[src/rtl/tdm_demux_1in_4out.sv]
// Receive side of a 4-channel TDM link.
// Locks to frame sync and deserialises the MSB-first bit stream into four W-bit channel words.

module tdm_chan_reg #(
    parameter int W = 8
) (
    input  logic         clk,
    input  logic         rst_n,
    input  logic         we,
    input  logic [W-1:0] d,
    output logic [W-1:0] q
);
    always_ff @(posedge clk or negedge rst_n) begin
        if (!rst_n)  q <= '0;
        else if (we) q <= d;
    end
endmodule

module tdm_demux_1in_4out #(
    parameter int W = 8
) (
    input  logic         clk,
    input  logic         rst_n,
    input  logic         bit_en,
    input  logic         din,
    input  logic         fsync,
    output logic [W-1:0] out0,
    output logic [W-1:0] out1,
    output logic [W-1:0] out2,
    output logic [W-1:0] out3,
    output logic [3:0]   ch_valid,
    output logic         frame_done,
    output logic         sync_err,
    output logic         locked,
    output logic [1:0]   slot
);
    localparam int CW = $clog2(W) + 1;

    typedef enum logic {HUNT, RECV} state_t;

    state_t              state;
    logic [W-2:0]        sr;
    logic [CW-1:0]       bit_cnt;
    logic [W-1:0]        word;
    logic                at_sync;
    logic                last_bit;
    logic                in_frame;
    logic                wr;
    logic [3:0][W-1:0]   outq;
    logic [3:0]          we;

    assign word     = {sr, din};
    assign at_sync  = (bit_cnt == '0) && (slot == 2'd0);
    assign last_bit = (bit_cnt == CW'(W - 1));
    // A bit continues the current frame only if fsync appears exactly where it is expected.
    assign in_frame = (state == RECV) && (at_sync ? fsync : !fsync);
    assign wr       = bit_en && in_frame && last_bit;

    genvar g;
    generate
        for (g = 0; g < 4; g++) begin : g_ch
            assign we[g] = wr && (slot == 2'(g));
            tdm_chan_reg #(.W(W)) u_reg (
                .clk   (clk),
                .rst_n (rst_n),
                .we    (we[g]),
                .d     (word),
                .q     (outq[g])
            );
        end
    endgenerate

    assign out0 = outq[0];
    assign out1 = outq[1];
    assign out2 = outq[2];
    assign out3 = outq[3];

    always_ff @(posedge clk or negedge rst_n) begin
        if (!rst_n) begin
            state      <= HUNT;
            sr         <= '0;
            bit_cnt    <= '0;
            slot       <= 2'd0;
            locked     <= 1'b0;
            ch_valid   <= 4'b0;
            frame_done <= 1'b0;
            sync_err   <= 1'b0;
        end else begin
            ch_valid   <= 4'b0;
            frame_done <= 1'b0;
            sync_err   <= 1'b0;
            if (bit_en) begin
                case (state)
                    HUNT: begin
                        if (fsync) begin
                            state   <= RECV;
                            locked  <= 1'b1;
                            sr      <= (W-1)'(din);
                            bit_cnt <= CW'(1);
                            slot    <= 2'd0;
                        end
                    end
                    RECV: begin
                        if (at_sync && !fsync) begin
                            sync_err <= 1'b1;
                            state    <= HUNT;
                            locked   <= 1'b0;
                        end else if (!at_sync && fsync) begin
                            // Early marker: drop the partial frame and restart slot 0 on this bit.
                            sync_err <= 1'b1;
                            sr       <= (W-1)'(din);
                            bit_cnt  <= CW'(1);
                            slot     <= 2'd0;
                        end else if (last_bit) begin
                            ch_valid   <= we;
                            frame_done <= (slot == 2'd3);
                            bit_cnt    <= '0;
                            slot       <= slot + 2'd1;
                            sr         <= word[W-2:0];
                        end else begin
                            bit_cnt <= bit_cnt + 1'b1;
                            sr      <= word[W-2:0];
                        end
                    end
                    default: state <= HUNT;
                endcase
            end
        end
    end
endmodule

[config.mk]
export PLATFORM = sky130hd
export DESIGN_NAME = tdm_demux_1in_4out
export DESIGN_NICKNAME = d
export VERILOG_FILES = /design/src/rtl/tdm_demux_1in_4out.sv
export SDC_FILE = /design/constraint.sdc
export NUM_CORES = 1
export LEC_CHECK = 0
export BUFFER_PORTS_ARGS = -buffer_cell sky130_fd_sc_hd__buf_2
export CORE_MARGIN = 8
export CORE_UTILIZATION = 35
export CTS_CLUSTER_SIZE = 16
export DETAILED_ROUTE_END_ITERATION = 16
export PLACE_DENSITY = 0.66
export REMOVE_ABC_BUFFERS = 1
export SLEW_MARGIN = 40
export SYNTH_ARGS = -nofsm -noshare
export SYNTH_HDL_FRONTEND = slang
export SYNTH_SLANG_ARGS = --single-unit
[constraint.sdc]
create_clock -name clk -period 5.35 [get_ports clk]
set_input_delay 1.3375 -clock clk [delete_from_list [all_inputs] [get_ports clk]]
set_output_delay 1.3375 -clock clk [all_outputs]
set_load 0.01 [all_outputs]
### Word-level counts from Yosys, hierarchy flattened

Index checks and enable logic that the tools add are counted.

* bits of input ports: 5
* register bits after elaboration: 53
* output and inout bits: 41
* word-level logic and storage cells: 75

* bitwise logic cells: 1
* add/subtract/negate cells: 2
* eq/ne operators: 8
* reduce and logical (&&, ||, !) cells: 17
* multiplexer cells: 35

Operators by type and width (number)
* 4-bit 2-to-1 mux: 9
* 7-bit 2-to-1 mux: 3
* 1-bit 2-to-1 mux: 14
* 7-bit one-hot mux with 2 select lines: 1
* 1-bit logical AND: 10
* 2-bit 2-to-1 mux: 4
* 4-bit one-hot mux with 2 select lines: 1
* 3-bit AND reduction: 2
* 4-bit by 1-bit adder with 4-bit output, second input constant: 1
* 2-bit == test, second input constant: 2
* 4-bit by 3-bit == test with 1-bit output, second input constant: 1
* 4-bit zero test: 1
* 2-bit != test, second input constant: 2
* 1-bit one-hot mux with 2 select lines: 2
* 2-bit one-hot mux with 2 select lines: 1
* 4-bit AND reduction: 1
* 3-bit by 1-bit != test with 1-bit output, second input constant: 1
* 2-bit by 1-bit adder with 2-bit output, second input constant: 1
* 2-bit by 1-bit == test with 1-bit output, second input constant: 1
* 1-bit zero test: 2
* 2-bit zero test: 1
* 2-bit by 1-bit != test with 1-bit output, second input constant: 1
* 1-bit NOT: 1

### Logic depth before layout (Yosys ltp)

* depth after elaboration: 12
* depth in mapped cells: 9
* mapped depth without buffers: 8

### By module

A second synthesis with hierarchy kept.

* cells, all modules: 153
* area, all modules: 2371.0 um^2

Modules (own cells, without submodules)
* tdm_chan_reg: sequential area each 200.2 um^2, cells each 17, area an instance 331.6 um^2, times used 4
* tdm_demux_1in_4out: sequential area each 525.5 um^2, cells each 85, area an instance 1044.8 um^2, times used 1

### Least setup slack after synthesis

Ideal clock, no wire load.

* path type: input port to flip-flop
* from: input port fsync
* to: register g_ch[1].u_reg.q[0]
* path slack: 2.796 ns
* cell stages on the path: 6
* library setup time: 0.125 ns
* path buffers: 1
* required time: 5.225 ns
* data arrival time: 2.429 ns
* path through: inv_1 > ha_1 > and3_1 > buf_6 > nand3_4 > mux2_2

* cells in the longest elaborated chain, start to end: 6

RTL lines
* start, declared: RTL line 26 `input logic fsync,`
* 1-bit zero test: RTL line 56 `assign in_frame = (state == RECV) && (at_sync ? fsync : !fsync);`
* 1-bit 2-to-1 mux (*): RTL line 56
* 1-bit logical AND (*): RTL line 56
* 1-bit logical AND (*) (2 in a row): RTL line 57 `assign wr = bit_en && in_frame && last_bit;`
* 1-bit logical AND (*): RTL line 62 `assign we[g] = wr && (slot == 2'(g));`
* end signal, assigned: RTL line 14 `if (!rst_n) q <= '0;`
* end signal, assigned: RTL line 15 `else if (we) q <= d;`
* end, declared: RTL line 11 `output logic [W-1:0] q`

Every way passes the cells marked *; elsewhere a longest branch is shown, timed or not.
A chain may end at the register's enable or synchronous reset.

### Worst setup path in the final report

* from: input port fsync
* to: register bit_cnt[3]

* cells in the longest elaborated chain, start to end: 4
* elaborated cells on any way between the ends: 9
* those cells by class: eq/ne (2); mux (3); reduce/logical (4)

RTL lines
* 1-bit logical AND or 1-bit zero test (tied branches): RTL line 108, 104
* 4-bit 2-to-1 mux or 1-bit logical AND (tied branches): RTL line 108, 104
* 4-bit 2-to-1 mux or 2-bit != test (tied branches)
* 4-bit one-hot mux with 2 select lines or 3-bit AND reduction (tied branches)
* end signal, assigned: RTL line 121 `bit_cnt <= bit_cnt + 1'b1;`
* end, declared: RTL line 43 `logic [CW-1:0] bit_cnt;`

Several ways; a longest one is shown, not always the timed one. The select of a mux whose other input is x is not followed.

==> key figures <==
Run status
  – Status: complete, no violations

Drt
  – Vias/cell: 4.96
  – Vias: 1378
  – Initial DRC count: 108
  – Routed wire per std cell: 16.4 um
  – Total wire length: 4560 um
  – # DRC: 0
  – Detail Route Antenna Nets: 0
  – Detailed-router iteration count before antenna repair: 4

Placed design
  – Number of buffers added on ports: 45
  – Placed insts: 270
  – Final GP Congestion: 0.826
  – Post-DP HPWL: 3240 um
  – DP Area: 2530 um^2

Logic synthesis
  – #FFs+latches synth: 53
  – Synth Flop Type: dfrtp_1
  – Mapped Cells: 152
  – Synth Warn #: 0
  – Synthesized area: 2240 um^2
  – Register area share after synthesis: 59.1%
  – Syn avg cell area: 14.8 um^2
  – Synth unique cells: 30
  – Async set or reset register ratio after synthesis: 100%
  – Post-synth EDFFs: 0

Pwr
  – Total power: 0.812 mW
  – Peak VDD IR: 0.116 mV
  – Leakage power: 1.45 nW
  – Power Density: 309 nW/um^2

Clocking
  – Setup bufs post-CTS: 0
  – CTS tree: done
  – CTS Hold Buffers Added: 0
  – H-tree depth: 2
  – Clk_lat worst skew: 0.31 ns
  – Maximum clock path buffer count: 2
  – CTS resizes: 0
  – Clk sink count: 53
  – CTS root buf: clkbuf_8
  – Num CTS Buffers: 5
  – Clk slew on worst S/H paths: 0.10 ns

Worst setup path
  – Worst Path Arrival: 2.85 ns
  – Required @ worst endpoint: 5.60 ns
  – Crit Path Max Fanout: 15
  – Crit path launch type: input port
  – Largest stage delay, worst path: 0.66 ns
  – CP endpoint kind: register
  – Crit-path cells: buf_2 -> inv_1 -> ha_1 -> and4bb_1 -> nor4bb_1 -> a21o_1
  – Crit path kind: in -> reg
  – Crit-path slowest cell: and4bb_1

Cells and area
  – Ant. Diodes: 0
  – Multi-input logic area: 851 um^2
  – Seq. cell area: 1330 um^2
  – Syn-to-layout area delta: 17.1%
  – Non-filler cells, final: 278
  – # nets final: 213
  – Fillers: 590
  – Final Core Density: 41.9%
  – Layout cells sized above 1: 45.8%
  – Post-route cell area: 2630 um^2

Die
  – Core area: 6280 um^2
  – Chip Width: 96.1 um
  – DIE AREA: 9230 um^2
  – # IOs: 46
  – Initial Util: 35.7%
  – Die Span Y: 96.1 um
  – Row count: 29

Timing
  – Max Fclk: 386 MHz
  – Max_slew headroom: 56.8%
  – Tcrit/Tclk final: 48.4%
  – Setup tns final: 0 ns
  – Final Hold Violating Endpoints: 0
  – Fin Clk Skew: 0.00551 ns
  – RSZ-0062 raised after global routing: no
  – Post-layout min period: 2.59 ns
  – Worst Tran Pin Value: 0.648 ns
  – Max Slew Vio Count: 0
  – Count of final setup violators: 0

Global route
  – First-pass GRT wire length: 7430 um
  – Largest net degree at the start of global routing: 54
  – Total GRT Usage: 10.7%
  – Vias in the first global route: 1408
  – Initial antenna violation count: 0
  – Total grt overflow: 0

Run
  – Max cap viols: 0

Hold path
  – Min-Delay Path Class: reg -> reg
cell type report:
type / instances / share of cell area, %
multi-input combinational: 87 / 32.4
clock buffer: 5 / 2.62
clock inverter: 3 / 1.00
inverter: 7 / 1.00
tap: 77 / 3.67
timing repair buffer: 46 / 8.86
sequential: 53 / 50.5
report_power, final:
part	switching, mW	internal (mW)
Combinational	0.0712	0.0522
Clock	0.136	0.0952
Sequential	0.0294	0.429
final timing paths:
path	slack [ns]	endpoint	startpoint	cells past startpoint
min in group asynchronous	1.12	bit_cnt[2]	rst_n	2
hold / removal	0.51	g_ch[1].u_reg.q[0]	g_ch[1].u_reg.q[0]	1
hold reg to reg	0.51	g_ch[1].u_reg.q[0]	g_ch[1].u_reg.q[0]	1
setup / recovery	2.76	bit_cnt[3]	fsync	6
setup reg to reg	2.96	bit_cnt[3]	slot[0]	8
max in group asynchronous	3.79	g_ch[3].u_reg.q[0]	rst_n	2
cells by family (layout without fill, tap and decap cells):
logic type | Yosys count | count (layout) | synth area share, %
AND/OR/NAND/NOR | 27 | 27 | 9.54
AO/OA/AOI/OAI | 19 | 19 | 6.69
multiplexers | 33 | 33 | 17.2
flip-flops | 53 | 53 | 59.1
adder cells (fa/ha/maj) | 8 | 8 | 4.46
buffers and inverters | 12 | 61 | 2.96
metrics by stage:
step                      hold slack, ns  setup slack, ns
after floorplan                    0.487             2.71
after global placement             0.486             2.43
after detailed placement           0.488             2.44
after CTS                          0.512             2.76
after global routing               0.528             2.68
final                              0.508             2.76
registers in the layout, summed over array words and instances, names as in the netlist:
signal        cells
locked            1
slot              2
bit_cnt           4
g_ch.u_reg.q     32
sr                7
frame_done        1
sync_err          1
ch_valid          4
state             1
layout by cell type, fill, tap and decap left out, types with 2 or more instances in the layout:
cell type,count
a21oi_1,2
and2_1,2
ha_1,8
and3_1,6
mux2_2,28
clkinvlp_4,2
nand3_4,4
o21ai_0,2
a22o_1,8
nor2_1,2
buf_2,45
nand2_1,4
clkbuf_8,5
nand3_1,2
mux2_4,4
o2111ai_1,3
dfrtp_1,53
inv_1,7
Yosys cell counts, types with 2 or more instances:
cell	n	share of area, %
nand2_1	4	0.67
nand3_4	4	3.1
buf_6	2	1.0
nor2_1	2	0.33
inv_1	7	1.2
nand3_1	2	0.45
mux2_2	28	14
buf_2	2	0.45
and3_1	6	1.7
and2_1	2	0.56
a21oi_1	2	0.45
a22o_1	8	3.1
mux2_4	4	2.7
ha_1	8	4.5
o21ai_0	2	0.45
o2111ai_1	3	1.2
dfrtp_1	53	59
worst max-delay path, delay by kind of cell:
family,cells,cell delay (ns)
AND/OR/NAND/NOR,2,1.02
buffers and inverters,2,0.15
AO/OA/AOI/OAI,1,0.12
adder cells (fa/ha/maj),1,0.22
layer usage:
metal,vias up,global-route usage [%],routed length [um]
met5,-,0,0
li1,637,-,-
met3,6,3.98,372
met2,34,15.6,2040
met1,701,13.6,2060
met4,0,4.99,87
Note: power is estimated with default switching activity, not from simulation.
